## src/rtl/mdu_pkg.sv

```systemverilog
// Shared decode constants, state and operation enums for the HI/LO multiply/divide unit.
package mdu_pkg;

    localparam logic [5:0] OP_RTYPE   = 6'b000000;
    localparam logic [5:0] FUNC_MULT  = 6'b011000;
    localparam logic [5:0] FUNC_MULTU = 6'b011001;
    localparam logic [5:0] FUNC_DIV   = 6'b011010;
    localparam logic [5:0] FUNC_DIVU  = 6'b011011;
    localparam logic [5:0] FUNC_MFHI  = 6'b010000;
    localparam logic [5:0] FUNC_MTHI  = 6'b010001;
    localparam logic [5:0] FUNC_MFLO  = 6'b010010;
    localparam logic [5:0] FUNC_MTLO  = 6'b010011;

    typedef enum logic [1:0] {
        IDLE,
        MUL,
        DIV,
        FIX
    } mdu_state_e;

    typedef enum logic [3:0] {
        OP_NONE,
        OP_MULT,
        OP_MULTU,
        OP_DIV,
        OP_DIVU,
        OP_MFHI,
        OP_MFLO,
        OP_MTHI,
        OP_MTLO
    } mdu_op_e;

    // Map opcode/func onto the MDU operation; anything else is OP_NONE.
    function automatic mdu_op_e decode_op(input logic [5:0] opc, input logic [5:0] fn);
        mdu_op_e op;
        op = OP_NONE;
        if (opc == OP_RTYPE) begin
            case (fn)
                FUNC_MULT:  op = OP_MULT;
                FUNC_MULTU: op = OP_MULTU;
                FUNC_DIV:   op = OP_DIV;
                FUNC_DIVU:  op = OP_DIVU;
                FUNC_MFHI:  op = OP_MFHI;
                FUNC_MFLO:  op = OP_MFLO;
                FUNC_MTHI:  op = OP_MTHI;
                FUNC_MTLO:  op = OP_MTLO;
                default:    op = OP_NONE;
            endcase
        end
        return op;
    endfunction

endpackage

```

## src/rtl/mdu_iter_core.sv

```systemverilog
// Iterative unsigned datapath: one shift-add multiply or one restoring
// shift-subtract divide step per cycle, WIDTH steps per operation.
module mdu_iter_core #(
    parameter int WIDTH = 32
) (
    input  logic             clk,
    input  logic             i_rst,
    input  logic             i_start,
    input  logic             i_div,
    input  logic [WIDTH-1:0] i_a,
    input  logic [WIDTH-1:0] i_b,
    output logic             o_done,
    output logic [WIDTH-1:0] o_hi,
    output logic [WIDTH-1:0] o_lo
);

    localparam int CNT_W = $clog2(WIDTH + 1);
    localparam logic [CNT_W-1:0] LAST = CNT_W'(WIDTH - 1);

    logic             r_run;
    logic [CNT_W-1:0] r_cnt;
    logic             r_div;
    logic [WIDTH:0]   r_acc;   // mult: running high half; div: partial remainder
    logic [WIDTH-1:0] r_q;     // mult: multiplier shifting out / product low half; div: dividend in, quotient out
    logic [WIDTH-1:0] r_b;

    logic [WIDTH:0]   w_sum;
    logic [WIDTH:0]   w_shift;
    logic             w_ge;

    // Step arithmetic shared by both modes.
    always_comb begin
        w_sum   = r_acc + {1'b0, r_b};
        w_shift = {r_acc[WIDTH-1:0], r_q[WIDTH-1]};
        w_ge    = (w_shift >= {1'b0, r_b});
    end

    assign o_done = r_run && (r_cnt == LAST);
    assign o_hi   = r_acc[WIDTH-1:0];
    assign o_lo   = r_q;

    // Step counter: runs exactly WIDTH steps after a start.
    always_ff @(posedge clk) begin
        if (i_rst) begin
            r_run <= 1'b0;
            r_cnt <= '0;
        end else if (i_start) begin
            r_run <= 1'b1;
            r_cnt <= '0;
        end else if (r_run) begin
            r_cnt <= r_cnt + 1'b1;
            if (r_cnt == LAST) begin
                r_run <= 1'b0;
            end
        end
    end

    // Operand load and one datapath step per running cycle.
    always_ff @(posedge clk) begin
        if (i_start) begin
            r_div <= i_div;
            r_acc <= '0;
            r_q   <= i_a;
            r_b   <= i_b;
        end else if (r_run) begin
            if (r_div) begin
                if (w_ge) begin
                    r_acc <= w_shift - {1'b0, r_b};
                    r_q   <= {r_q[WIDTH-2:0], 1'b1};
                end else begin
                    r_acc <= w_shift;
                    r_q   <= {r_q[WIDTH-2:0], 1'b0};
                end
            end else begin
                if (r_q[0]) begin
                    {r_acc, r_q} <= {1'b0, w_sum, r_q[WIDTH-1:1]};
                end else begin
                    {r_acc, r_q} <= {1'b0, r_acc, r_q[WIDTH-1:1]};
                end
            end
        end
    end

endmodule

```

## src/rtl/mdu_hilo.sv

```systemverilog
// Multiply/divide unit beside the EX-stage ALU: decodes MDU instructions,
// sequences the iterative core, applies sign fix-up, owns HI/LO and stalls on hazards.
module mdu_hilo
    import mdu_pkg::*;
#(
    parameter int WIDTH = 32
) (
    input  logic             clk,
    input  logic             reset,
    input  logic             valid_i,
    input  logic             flush_i,
    input  logic [5:0]       opcode,
    input  logic [5:0]       func,
    input  logic [WIDTH-1:0] rs_val,
    input  logic [WIDTH-1:0] rt_val,
    output logic             stall_o,
    output logic             busy_o,
    output logic [WIDTH-1:0] rd_val_o,
    output logic [WIDTH-1:0] hi_o,
    output logic [WIDTH-1:0] lo_o
);

    mdu_state_e       r_state;
    logic [WIDTH-1:0] r_hi;
    logic [WIDTH-1:0] r_lo;
    logic             r_is_div;
    logic             r_neg_res;   // negate product / quotient
    logic             r_neg_rem;   // remainder takes dividend's sign
    logic             r_dz;        // divisor was zero

    mdu_op_e          w_op;
    logic             w_is_mdu;
    logic             w_req;
    logic             w_accept;
    logic             w_signed;
    logic             w_start;
    logic             w_start_div;
    logic [WIDTH-1:0] w_a;
    logic [WIDTH-1:0] w_b;
    logic             w_done;
    logic [WIDTH-1:0] w_core_hi;
    logic [WIDTH-1:0] w_core_lo;
    logic [2*WIDTH-1:0] w_prod;

    function automatic logic [WIDTH-1:0] abs_val(input logic [WIDTH-1:0] x);
        return x[WIDTH-1] ? (~x + 1'b1) : x;
    endfunction

    function automatic logic [WIDTH-1:0] cond_neg(input logic neg, input logic [WIDTH-1:0] x);
        return neg ? (~x + 1'b1) : x;
    endfunction

    function automatic logic [2*WIDTH-1:0] cond_neg2(input logic neg, input logic [2*WIDTH-1:0] x);
        return neg ? (~x + 1'b1) : x;
    endfunction

    // Decode, hazard stall and start qualification.
    always_comb begin
        w_op        = decode_op(opcode, func);
        w_is_mdu    = (w_op != OP_NONE);
        w_req       = valid_i & ~flush_i & w_is_mdu;
        w_accept    = w_req & ~stall_o;
        w_signed    = (w_op == OP_MULT) || (w_op == OP_DIV);
        w_start_div = (w_op == OP_DIV) || (w_op == OP_DIVU);
        w_start     = w_accept && (r_state == IDLE) &&
                      ((w_op == OP_MULT) || (w_op == OP_MULTU) || w_start_div);
        w_a         = w_signed ? abs_val(rs_val) : rs_val;
        w_b         = w_signed ? abs_val(rt_val) : rt_val;
        w_prod      = cond_neg2(r_neg_res, {w_core_hi, w_core_lo});
    end

    assign busy_o   = (r_state != IDLE);
    assign stall_o  = busy_o & w_req;
    assign hi_o     = r_hi;
    assign lo_o     = r_lo;
    assign rd_val_o = stall_o             ? '0   :
                      (w_op == OP_MFHI)   ? r_hi :
                      (w_op == OP_MFLO)   ? r_lo : '0;

    mdu_iter_core #(
        .WIDTH (WIDTH)
    ) u_core (
        .clk     (clk),
        .i_rst   (reset),
        .i_start (w_start),
        .i_div   (w_start_div),
        .i_a     (w_a),
        .i_b     (w_b),
        .o_done  (w_done),
        .o_hi    (w_core_hi),
        .o_lo    (w_core_lo)
    );

    // Sequencing FSM plus architectural HI/LO update.
    always_ff @(posedge clk) begin
        if (reset) begin
            r_state   <= IDLE;
            r_hi      <= '0;
            r_lo      <= '0;
            r_is_div  <= 1'b0;
            r_neg_res <= 1'b0;
            r_neg_rem <= 1'b0;
            r_dz      <= 1'b0;
        end else begin
            case (r_state)
                IDLE: begin
                    if (w_accept) begin
                        case (w_op)
                            OP_MULT, OP_MULTU: begin
                                r_state   <= MUL;
                                r_is_div  <= 1'b0;
                                r_neg_res <= w_signed & (rs_val[WIDTH-1] ^ rt_val[WIDTH-1]);
                                r_neg_rem <= 1'b0;
                                r_dz      <= 1'b0;
                            end
                            OP_DIV, OP_DIVU: begin
                                r_state   <= DIV;
                                r_is_div  <= 1'b1;
                                r_neg_res <= w_signed & (rs_val[WIDTH-1] ^ rt_val[WIDTH-1]);
                                r_neg_rem <= w_signed & rs_val[WIDTH-1];
                                r_dz      <= (rt_val == '0);
                            end
                            OP_MTHI: r_hi <= rs_val;
                            OP_MTLO: r_lo <= rs_val;
                            default: ;
                        endcase
                    end
                end
                MUL, DIV: begin
                    if (w_done) begin
                        r_state <= FIX;
                    end
                end
                FIX: begin
                    if (r_is_div) begin
                        r_hi <= cond_neg(r_neg_rem, w_core_hi);
                        r_lo <= r_dz ? '1 : cond_neg(r_neg_res, w_core_lo);
                    end else begin
                        r_hi <= w_prod[2*WIDTH-1:WIDTH];
                        r_lo <= w_prod[WIDTH-1:0];
                    end
                    r_state <= IDLE;
                end
                default: r_state <= IDLE;
            endcase
        end
    end

endmodule

```

## config.mk

```make
export PLATFORM = sky130hd
export DESIGN_NAME = mdu_hilo
export DESIGN_NICKNAME = d
export VERILOG_FILES = /design/src/rtl/mdu_pkg.sv /design/src/rtl/mdu_iter_core.sv /design/src/rtl/mdu_hilo.sv
export SDC_FILE = /design/constraint.sdc
export NUM_CORES = 1
export LEC_CHECK = 0
export ABC_AREA = 1
export BUFFER_PORTS_ARGS = -buffer_cell sky130_fd_sc_hd__clkbuf_2
export CAP_MARGIN = 20
export CORE_ASPECT_RATIO = 0.5
export CORE_MARGIN = 2
export CORE_UTILIZATION = 25
export DETAILED_ROUTE_END_ITERATION = 8
export GPL_ROUTABILITY_DRIVEN = 0
export SLEW_MARGIN = 20
export SYNTH_ARGS = -nofsm -noshare
export SYNTH_HDL_FRONTEND = slang
export SYNTH_SLANG_ARGS = --single-unit
```

## constraint.sdc

```tcl
create_clock -name clk -period 3.5 [get_ports clk]
set_input_delay 0.175 -clock clk [delete_from_list [all_inputs] [get_ports clk]]
set_output_delay 0.175 -clock clk [all_outputs]
set_load 0.01 [all_outputs]
```

== Yosys cells after proc, flatten, opt, wreduce, memory -nomap -nowiden ==
Memories as Yosys holds them, arrays and structs flattened.
Cells that the tools add are included.
Widths: inputs -> output; s select.

* Flip-flop bits (word level): 175
* ROM bits: 128
* Output and inout bits: 98
* Word-level logic and storage cells: 118
* Memories kept: 1

{| class="wikitable"
|+ Memory list
! memory !! words !! bits a word !! rd ports !! clocked after Yosys merged registers in !! write ports !! line !! source
|-
| (no name shown) || 32 || 4 || 1 || 0 || 0 || mdu_pkg.sv:38 || <nowiki>case (fn)</nowiki>
|}

* $add $sub $neg: 8
* Order comparisons: 1
* Equal/unequal tests: 17
* Mux-type cells: 39
* Bitwise gates (word level): 14
* Reduce and logical (&&, ||, !) cells: 25

{| class="wikitable"
|+ Operator list
! operator !! count
|-
| $mux 32 || 21
|-
| $add 32x1->32 const B || 4
|-
| $not 32->32 || 4
|-
| $pmux 32 s2 || 2
|-
| $mux 33 || 2
|-
| $add 64x1->64 const B || 1
|-
| $mux 64 || 1
|-
| $not 64->64 || 1
|-
| $add 33x32->33 || 1
|-
| $ge 33x32->1 || 1
|-
| $sub 33x32->33 || 1
|-
| $logic_not 32->1 || 1
|-
| $eq 4x3->1 const B || 4
|-
| $reduce_and 3->1 || 5
|-
| $eq 4x2->1 const B || 2
|-
| $mux 4 || 2
|-
| $reduce_bool 2->1 || 4
|-
| $reduce_or 2->1 || 4
|-
| $add 6x1->6 const B || 1
|-
| $and 1x1->1 || 6
|-
| $eq 6x5->1 const B || 1
|-
| $logic_not 6->1 || 1
|-
| $ne 2x1->1 const B || 3
|-
| $pmux 1 s2 || 3
|-
| 17 further kinds || 28
|}

== Longest topological paths before layout ==
Gate-level depths: netlist of run 1.
An unclocked memory read counts as a cell.

* Depth after elaboration: 11
* Depth in mapped cells: 19
* Gate-level depth less buffers: 18

== Hierarchy ==
Synthesis of run 1 repeated with hierarchy kept, for this count alone.

* Cell total of the unflattened synthesis: 3,365
* Area total of the unflattened synthesis: 18,849.3 um^2

{| class="wikitable"
|+ Modules (own cells, without submodules)
! module !! times used !! cells an instance !! area an instance (um^2)
|-
| mdu_iter_core || 1 || 1,746 || 10,416.2
|-
| mdu_hilo || 1 || 1,619 || 8,433.1
|}

== Least setup slack after synthesis of run 1 ==
Ideal clock, no wire load.

* Path kind: reg2reg
* Start point: register r_state[0]
* End point: register u_core.r_q[0] (netlist: u_core.o_lo[0]) (enable)
* Arrival: 2,247 ps
* Required time: 3,111 ps
* Path slack: 863 ps
* Cell stages (with the launch flop): 9
* Buffers on the path: 2
* Period minus slack after synthesis: 2,637 ps
* Cell sequence: dfxtp_1 -> inv_1 -> ha_1 -> clkbuf_1 -> inv_1 -> nor2_2 -> nand2_2 -> buf_2 -> nand2_1

* Longest elaborated chain between the ends: 7
* Elaborated cells on any way between the ends: 8

{| class="wikitable"
|+ Ends and longest elaborated chain
! what !! line !! source
|-
| start, declared || mdu_hilo.sv:23 || <nowiki>mdu_state_e r_state;</nowiki>
|-
| start signal, assigned || mdu_hilo.sv:97 || <nowiki>r_state <= IDLE;</nowiki>
|-
| start signal, assigned || mdu_hilo.sv:110 || <nowiki>r_state <= MUL;</nowiki>
|-
| start signal, assigned || mdu_hilo.sv:117 || <nowiki>r_state <= DIV;</nowiki>
|-
| $reduce_bool 2->1 || mdu_hilo.sv:72 || <nowiki>assign busy_o = (r_state != IDLE);</nowiki>
|-
| via busy_o || mdu_hilo.sv:17 || <nowiki>output logic busy_o,</nowiki>
|-
| $and 1x1->1 || mdu_hilo.sv:73 || <nowiki>assign stall_o = busy_o & w_req;</nowiki>
|-
| $not 1->1 || mdu_hilo.sv:62 || <nowiki>w_accept = w_req & ~stall_o;</nowiki>
|-
| $and 1x1->1 || mdu_hilo.sv:62 ||
|-
| $logic_and 1x1->1 (2 in a row) || mdu_hilo.sv:65 || <nowiki>w_start = w_accept && (r_state == IDLE) &&</nowiki>
|-
| $reduce_bool 2->1 (no source line) || - ||
|-
| end signal, assigned || mdu_iter_core.sv:72 || <nowiki>r_q <= {r_q[WIDTH-2:0], 1'b0};</nowiki>
|-
| end signal, assigned || mdu_iter_core.sv:76 || <nowiki>{r_acc, r_q} <= {1'b0, w_sum, r_q[WIDTH-1:1]};</nowiki>
|-
| end signal, assigned || mdu_iter_core.sv:78 || <nowiki>{r_acc, r_q} <= {1'b0, r_acc, r_q[WIDTH-1:1]};</nowiki>
|-
| end, declared || mdu_iter_core.sv:24 || <nowiki>logic [WIDTH-1:0] r_q;</nowiki>
|}

The timed path passes the listed nets, and every way through them passes these cells.
A chain may end at the register's enable or synchronous reset.

== Worst setup path after layout of run 1 ==
* Start point: register u_core.r_acc[4]
* End point: register u_core.r_acc[11]

* Longest elaborated chain between the ends: 3
* Elaborated cells on any way between the ends: 6

{| class="wikitable"
|+ Ends and longest elaborated chain
! what !! line !! source
|-
| start, declared || mdu_iter_core.sv:23 || <nowiki>logic [WIDTH:0] r_acc;</nowiki>
|-
| start signal, assigned || mdu_iter_core.sv:68 || <nowiki>r_acc <= w_shift - {1'b0, r_b};</nowiki>
|-
| start signal, assigned || mdu_iter_core.sv:71 || <nowiki>r_acc <= w_shift;</nowiki>
|-
| start signal, assigned || mdu_iter_core.sv:76 ||
|-
| $add 33x32->33, or another cell as far along || mdu_iter_core.sv:33 || <nowiki>w_sum = r_acc + {1'b0, r_b};</nowiki>
|-
| $mux 32 / $mux 33 (equally long branches) || mdu_iter_core.sv:75, mdu_iter_core.sv:67 ||
|-
| $mux 33 * || mdu_iter_core.sv:66 || <nowiki>if (r_div) begin</nowiki>
|}

Every way passes the cells marked *; elsewhere a longest branch is shown, timed or not.

==> results of run 1 <==
sequential cells by signal (all words and copies together) (netlist names):
register and count:
hi_o 32, lo_o 32, r_dz 1, r_is_div 1, r_neg_rem 1, r_neg_res 1
r_state 2, u_core.o_lo 32, u_core.r_acc 33, u_core.r_b 32, u_core.r_cnt 6, u_core.r_div 1
u_core.r_run 1
through the flow:
| step | cell area (um^2) | hold WS [ns] |
|---|---|---|
| 3_5_place_dp | 20600 | 0.407 |
| 6_report | 21200 | 0.0330 |
| 3_3_place_gp | 20600 | 0.407 |
| 4_1_cts | 21200 | 0.0148 |
| 2_1_floorplan | 18600 | 0.244 |
| 5_1_grt | 21200 | 0.0397 |
cells by family (layout without fill, tap and decap cells):
logic type | Yosys count | in the layout | share of synthesized area
flip-flops | 175 | 175 | 0.224
multiplexers | 1 | 1 | 0.000742
XOR/XNOR | 81 | 81 | 0.0382
other | 0 | 6 | 0
buffers and inverters | 641 | 798 | 0.133
adder cells (fa/ha/maj) | 76 | 76 | 0.0521
AO/OA/AOI/OAI | 447 | 447 | 0.127
AND/OR/NAND/NOR | 1904 | 1904 | 0.425
worst min-delay path, cell delays in order:
cell      delay [ns]
clkbuf_2        0.11
xnor2_1         0.07
inv_1           0.04
synth_stat cells (all sizes together), types with 17 or more instances:
| cell | count |
|---|---|
| nand2 | 1045 |
| inv | 537 |
| nor2 | 459 |
| nand3 | 276 |
| o21ai | 211 |
| a21oi | 193 |
| dfxtp | 110 |
| ha | 74 |
| edfxtp | 65 |
| clkbuf | 64 |
| xor2 | 64 |
| nand4 | 47 |
| buf | 38 |
| nor3 | 37 |
| o211ai | 20 |
| xnor2 | 17 |
report_power, final:
part           internal, mW  total (mW)  switching [mW]
clock                 0.978        2.08            1.10
combinational         0.635        2.06            1.42
sequential             2.16        2.26           0.103
cell type report:
cell class	instances	area (um^2)	share of cell area
antenna	6	15.0	0.000708
clock buffer	17	425	0.0201
clock inverter	15	185	0.00873
inverter	539	2020	0.0954
multi-input combinational	2509	11900	0.562
sequential	175	4150	0.196
tap	972	1220	0.0573
timing repair buffer	227	1260	0.0596
how the worst min path moves through the flow:
stage                      to  slack, ns
6_report       u_core.r_b[25]       0.03
5_1_grt        u_core.r_b[10]       0.04
4_1_cts        u_core.r_b[25]       0.01
3_5_place_dp    u_core.r_b[0]       0.41
3_3_place_gp    u_core.r_b[0]       0.41
2_1_floorplan            r_dz       0.24
what timing repair did:
item,CTS,global route
endpoints found under the setup margin,0,2
hold buffers,1,0
endpoints found under the hold margin,1,0
gates resized for setup,0,1
layer usage:
layer	track usage	part of all wire	vias up	wire (um)
li1	-	-	10779	-
met1	0.259	0.42	10214	32800
met2	0.328	0.46	890	36000
met3	0.0399	0.090	160	7070
met4	0.0679	0.032	24	2530
met5	0	0.0019	-	150
==> impl_metrics.ini, run 1 <==
[min_path]
min_from = rt_val[25]
hold_class = in -> reg
worstHoldPathCells = 3

[setup_path]
critPathSlowestCell = dfxtp_1
cp-start-kind = register
cp_top_family = simple AND/OR/NAND/NOR gates
worstPathRequired_ns = 3.92
worst-path-buf-inv = 2
arrival_ns = 3.55
slowest_delay_ns = 0.63
end_kind = register
cp_common_cell = nand2_1
endpoint = u_core.r_acc[11]
crit_type = reg -> reg
path_depth = 15
cp-startpoint = u_core.r_acc[4]
r2r_end = u_core.r_acc[11]
path_max_fanout = 15
regToRegSetupSlack_ns = 0.36
reg2reg_from = u_core.r_acc[4]
reg2regPathDepth = 15
worstPathCellList = ha_1, nand2_1, nor2_1, nand3_1, nand3_1, nand2_1, nand2_1, nand2_1, nand2_2, nand2_4, inv_2, nand2_1, nand3_1, nand2_1, inv_1

[detailed_routing]
drt_iter0_markers = 2161
wl_um = 78500
num_vias = 22067
drt-pass1-iter-count = 5
post_drt_wl_per_cell_um = 17.6
drc = 0
postRouteAntennaNets = 0
viasPerCell = 4.95

[cts]
cts_tree = done
cts_num_sinks = 175
htree_levels = 4
cts_buffer_depth = 2
postCtsSetupRepairBufs = 0
clock_latency_ns = 0.48
clk_pin_slew_ns = 0.08
numCtsBuffers = 17
cts_root_buf = clkbuf_16

[sta]
final_max_slew_viol_count = 0
post-route-min-period_ns = 3.14
tightest_slew_ns = 1.01
setup_viol = 0
slew_headroom = 0.325
finalSetupTns_ns = 0
final.setup_skew_ns = 0.0185
max_freq_mhz = 319
setup_ws_ns = 0.363
min_period_over_period = 0.896
hold_viol = 0
rsz0062_at_grt = no

[yosys]
syn-cell-area_mm2 = 0.0186
yosysSeqAreaShare = 0.224
synth.top_cells.by_area = nand2_1, dfxtp_1, inv_1, edfxtp_1, nor2_1
synth_nets = 3481
async_reset_ff_frac = 0
avgSynthCellArea_um2 = 5.58
synth_top_area_frac = 0.209
ys.flop_type = dfxtp_1
synth-seq-cells = 175
ys_types = 49
synth_edf_count = 65
synth_cells = 3325
yosysWarnings = 0
yosysTopAreaCell = nand2_1

[final_layout]
layoutNonFillerInstCount = 4460
final_cell_mix = nand2_1, inv_1, nor2_1
layout_commonest_cell = nand2_1
fillCellCount = 8329
synthToLayoutAreaGrowth_pct = 14.4
drive_gt1_frac = 0.0864
nNetsFinal = 3625
postLayoutCoreUtil = 0.290

[global_route]
grt-ovfl-total = 0
grt_pass1_vias = 19906
track_usage = 0.199
grt_max_degree = 79
antenna_found_initial = 17
grt_pass1_wl_um = 117000

[placed_design]
port_buffers = 177
pre_cts_slack_ns = 0.404
dp_hpwl_um = 64500
place_inst = 4421

[power_and_ir_drop]
p_per_area_mw_per_mm2 = 301
p_total_mw = 6.40
cellLeakagePower_nw = 10.8
ir_worst_vdd_mv = 0.288

[floorplan]
die_area_mm2 = 0.0765
row_count = 70
initial_core_util = 0.253
core-area_mm2 = 0.0732
io_pins = 178
die_x_um = 389
die_y_um = 197

[job]
drv_cap = 0

[status]
status = complete, no violations
No activity file was read; power rests on OpenSTA's default activity.
==> run 2: changes to the inputs <==
SYNTH_HIERARCHICAL = 1   (was default)
==> run 2 against run 1 <==
Clock-buffer cell count up 6. Register-to-register slack better by 0.24 ns. Die area up 1.6%. Clock power down 7%. Core utilization down 0.51 points. Sequential power down 7%. Final area up 0.46%. Synthesized cell count up 1.2%. Critical path depth down 2.
==> impl_metrics.ini, run 2 <==
[final_layout]
largest_reg_flops = 33
layout_commonest_cell = nand2_1
multi_input_area_mm2 = 0.0120
nNetsFinal = 3639
largest-register = u_core/r_acc
final_cell_mix = nand2_1, inv_1, nor2_1
fillCellCount = 8491
synthToLayoutAreaGrowth_pct = 13.1
design_area_mm2 = 0.0213
seq_area_mm2 = 0.00415
postLayoutCoreUtil = 0.285
drive_gt1_frac = 0.0935

[yosys]
yosysWarnings = 6
synth-simple-area-share = 0.420
synth.top_cells.by_area = nand2_1, dfxtp_1, inv_1, edfxtp_1, nor2_1
yosys-top-cells-count = nand2_1, inv_1, nor2_1
ys_types = 50
synth_top_family_by_area = simple AND/OR/NAND/NOR gates
async_reset_ff_frac = 0
avgSynthCellArea_um2 = 5.60
synth-adder-area-share = 0.0512
synth_top_area_frac = 0.198
muxShareOfSynthArea = 0
synth_nets = 3521
synth_compound_area_frac = 0.127
yosysTopAreaCell = nand2_1
yosysMostFrequentCell = nand2_1
syn-cell-area_mm2 = 0.0188
yosysSeqAreaShare = 0.220
synth_cells = 3365
synth-seq-cells = 175
synth_edf_count = 65
ys.flop_type = dfxtp_1
synth_xor_area_frac = 0.0367

[detailed_routing]
num_vias = 21941
drc = 0
post_drt_wl_per_cell_um = 17.3
postRouteAntennaNets = 0
drt_iter0_markers = 2343
wl_um = 78300
drt-pass1-iter-count = 7
viasPerCell = 4.86

[floorplan]
die_area_mm2 = 0.0777
die_x_um = 392
initial_core_util = 0.252
io_pins = 178
core-area_mm2 = 0.0749
die_y_um = 198
row_count = 71

[cts]
htree_levels = 4
cts_num_sinks = 175
postCtsSetupRepairBufs = 0
cts_root_buf = clkbuf_16
cts_buffer_depth = 2
numCtsBuffers = 17
clk_pin_slew_ns = 0.08
cts_tree = done
clock_latency_ns = 0.48
cts_resized = 0
cts_hold_buf = 2

[setup_path]
regToRegSetupSlack_ns = 0.60
crit_type = reg -> reg
critPathSlowestCell = dfxtp_1
worstPathRequired_ns = 3.87
worstPathCellList = ha_1, nand3_1, nand3_1, nand3_1, nand3_1, nand2_1, nand2_1, nand2_1, nand2_1, o21ai_0, nand2_1, nor2_1, nor2_1
path_max_fanout = 9
cp_common_cell = nand2_1
slowest_delay_ns = 0.59
end_kind = register
cp-start-kind = register
arrival_ns = 3.27

[global_route]
antenna_found_initial = 7
grt_max_degree = 87
track_usage = 0.196
grt-ovfl-total = 0
grt_pass1_wl_um = 116000
grt_pass1_vias = 19727

[power_and_ir_drop]
p_int_mw = 3.16
p_per_area_mw_per_mm2 = 201
cellLeakagePower_nw = 11.3
swShare = 0.260
ir_worst_vdd_mv = 0.273
p_clk_frac = 0.453
power.net_switching_mw = 1.11
p_comb_frac = 0.056
p_seq_frac = 0.491

[placed_design]
dp_hpwl_um = 63600
port_buffers = 177
placed_area_mm2 = 0.0207

[sta]
final_max_slew_viol_count = 0
max_freq_mhz = 345
min_period_over_period = 0.828
hold_viol = 0
post-route-min-period_ns = 2.90
finalSetupTns_ns = 0
slew_headroom = 0.373
tightest_slew_ns = 0.940
setup_viol = 0
timing.hold.ws_ns = 0.0224
final.setup_skew_ns = 0.0210
rsz0062_at_grt = no

[job]
drv_cap = 0

[min_path]
hold_class = in -> reg

[status]
status = complete, no violations
run 2: cell count changes in the layout (fill, tap and decap cells not counted), moves of 16 or more:
cell	previous run	this run
nor2_1	449	510
o211ai_1	20	4
a21oi_1	190	241
nand3_1	276	243
nand2_1	1034	994
o21ai_0	195	160
run 2: path summary, 6_finish.rpt:
| path | start | to | cells past startpoint |
|---|---|---|---|
| max | u_core/r_acc[2] | u_core/r_acc[18] | 13 |
| min | rt_val[2] | u_core/r_b[2] | 2 |
| max reg2reg | u_core/r_acc[2] | u_core/r_acc[18] | 13 |
| min reg2reg | u_core/r_cnt[1] | u_core/r_cnt[1] | 2 |
run 2: layout make-up:
cell class / instances / area share
Clock inverter: 9 / 0.00352
Tap cell: 1022 / 0.0600
Antenna cell: 1 / 0.000117
Clock buffer: 23 / 0.0225
Sequential cell: 175 / 0.195
Inverter: 535 / 0.0945
Timing Repair Buffer: 232 / 0.0623
Multi-Input combinational cell: 2522 / 0.562
run 2: per-stage QoR:
step,power [mW],instances,setup slack [ns]
final,4.28,4519,0.603
after global routing,4.42,4518,0.369
after CTS,4.30,4518,0.634
after detailed placement,2.38,4484,0.643
after global placement,2.38,4484,0.707
after floorplan,2.26,3365,0.166
run 2: layer usage:
layer	track usage	up-vias	share of wire
li1	-	10780	-
met1	0.269	10075	0.45
met2	0.311	936	0.44
met3	0.0342	138	0.082
met4	0.0644	12	0.032
met5	0	-	0.0011
run 2: logic make-up (layout without fill, tap and decap cells):
family / count (synthesis) / after routing
DFF: 175 / 175
AOI/OAI and AO/OA: 458 / 458
other: 0 / 1
adders and majority gates: 76 / 76
buffers and inverters: 668 / 799
xor gates and xnor gates: 79 / 79
and+or+nand+nor: 1909 / 1909
run 2: worst max-delay path, delay by kind of cell, from the launching register on:
| family | cells | cell delay [ns] |
|---|---|---|
| and+or+nand+nor | 11 | 1.38 |
| adders and majority gates | 1 | 0.37 |
| DFF | 1 | 0.59 |
| AOI/OAI and AO/OA | 1 | 0.43 |
run 2: power groups by stage:
stage                     Combinational, mW  Sequential [mW]  Clock (mW)
after detailed placement              0.235             2.15           0
final                                 0.241             2.10        1.94
after global routing                  0.263             2.10        2.05
after global placement                0.232             2.15           0
after CTS                             0.238             2.10        1.97
after floorplan                       0.112             2.15           0
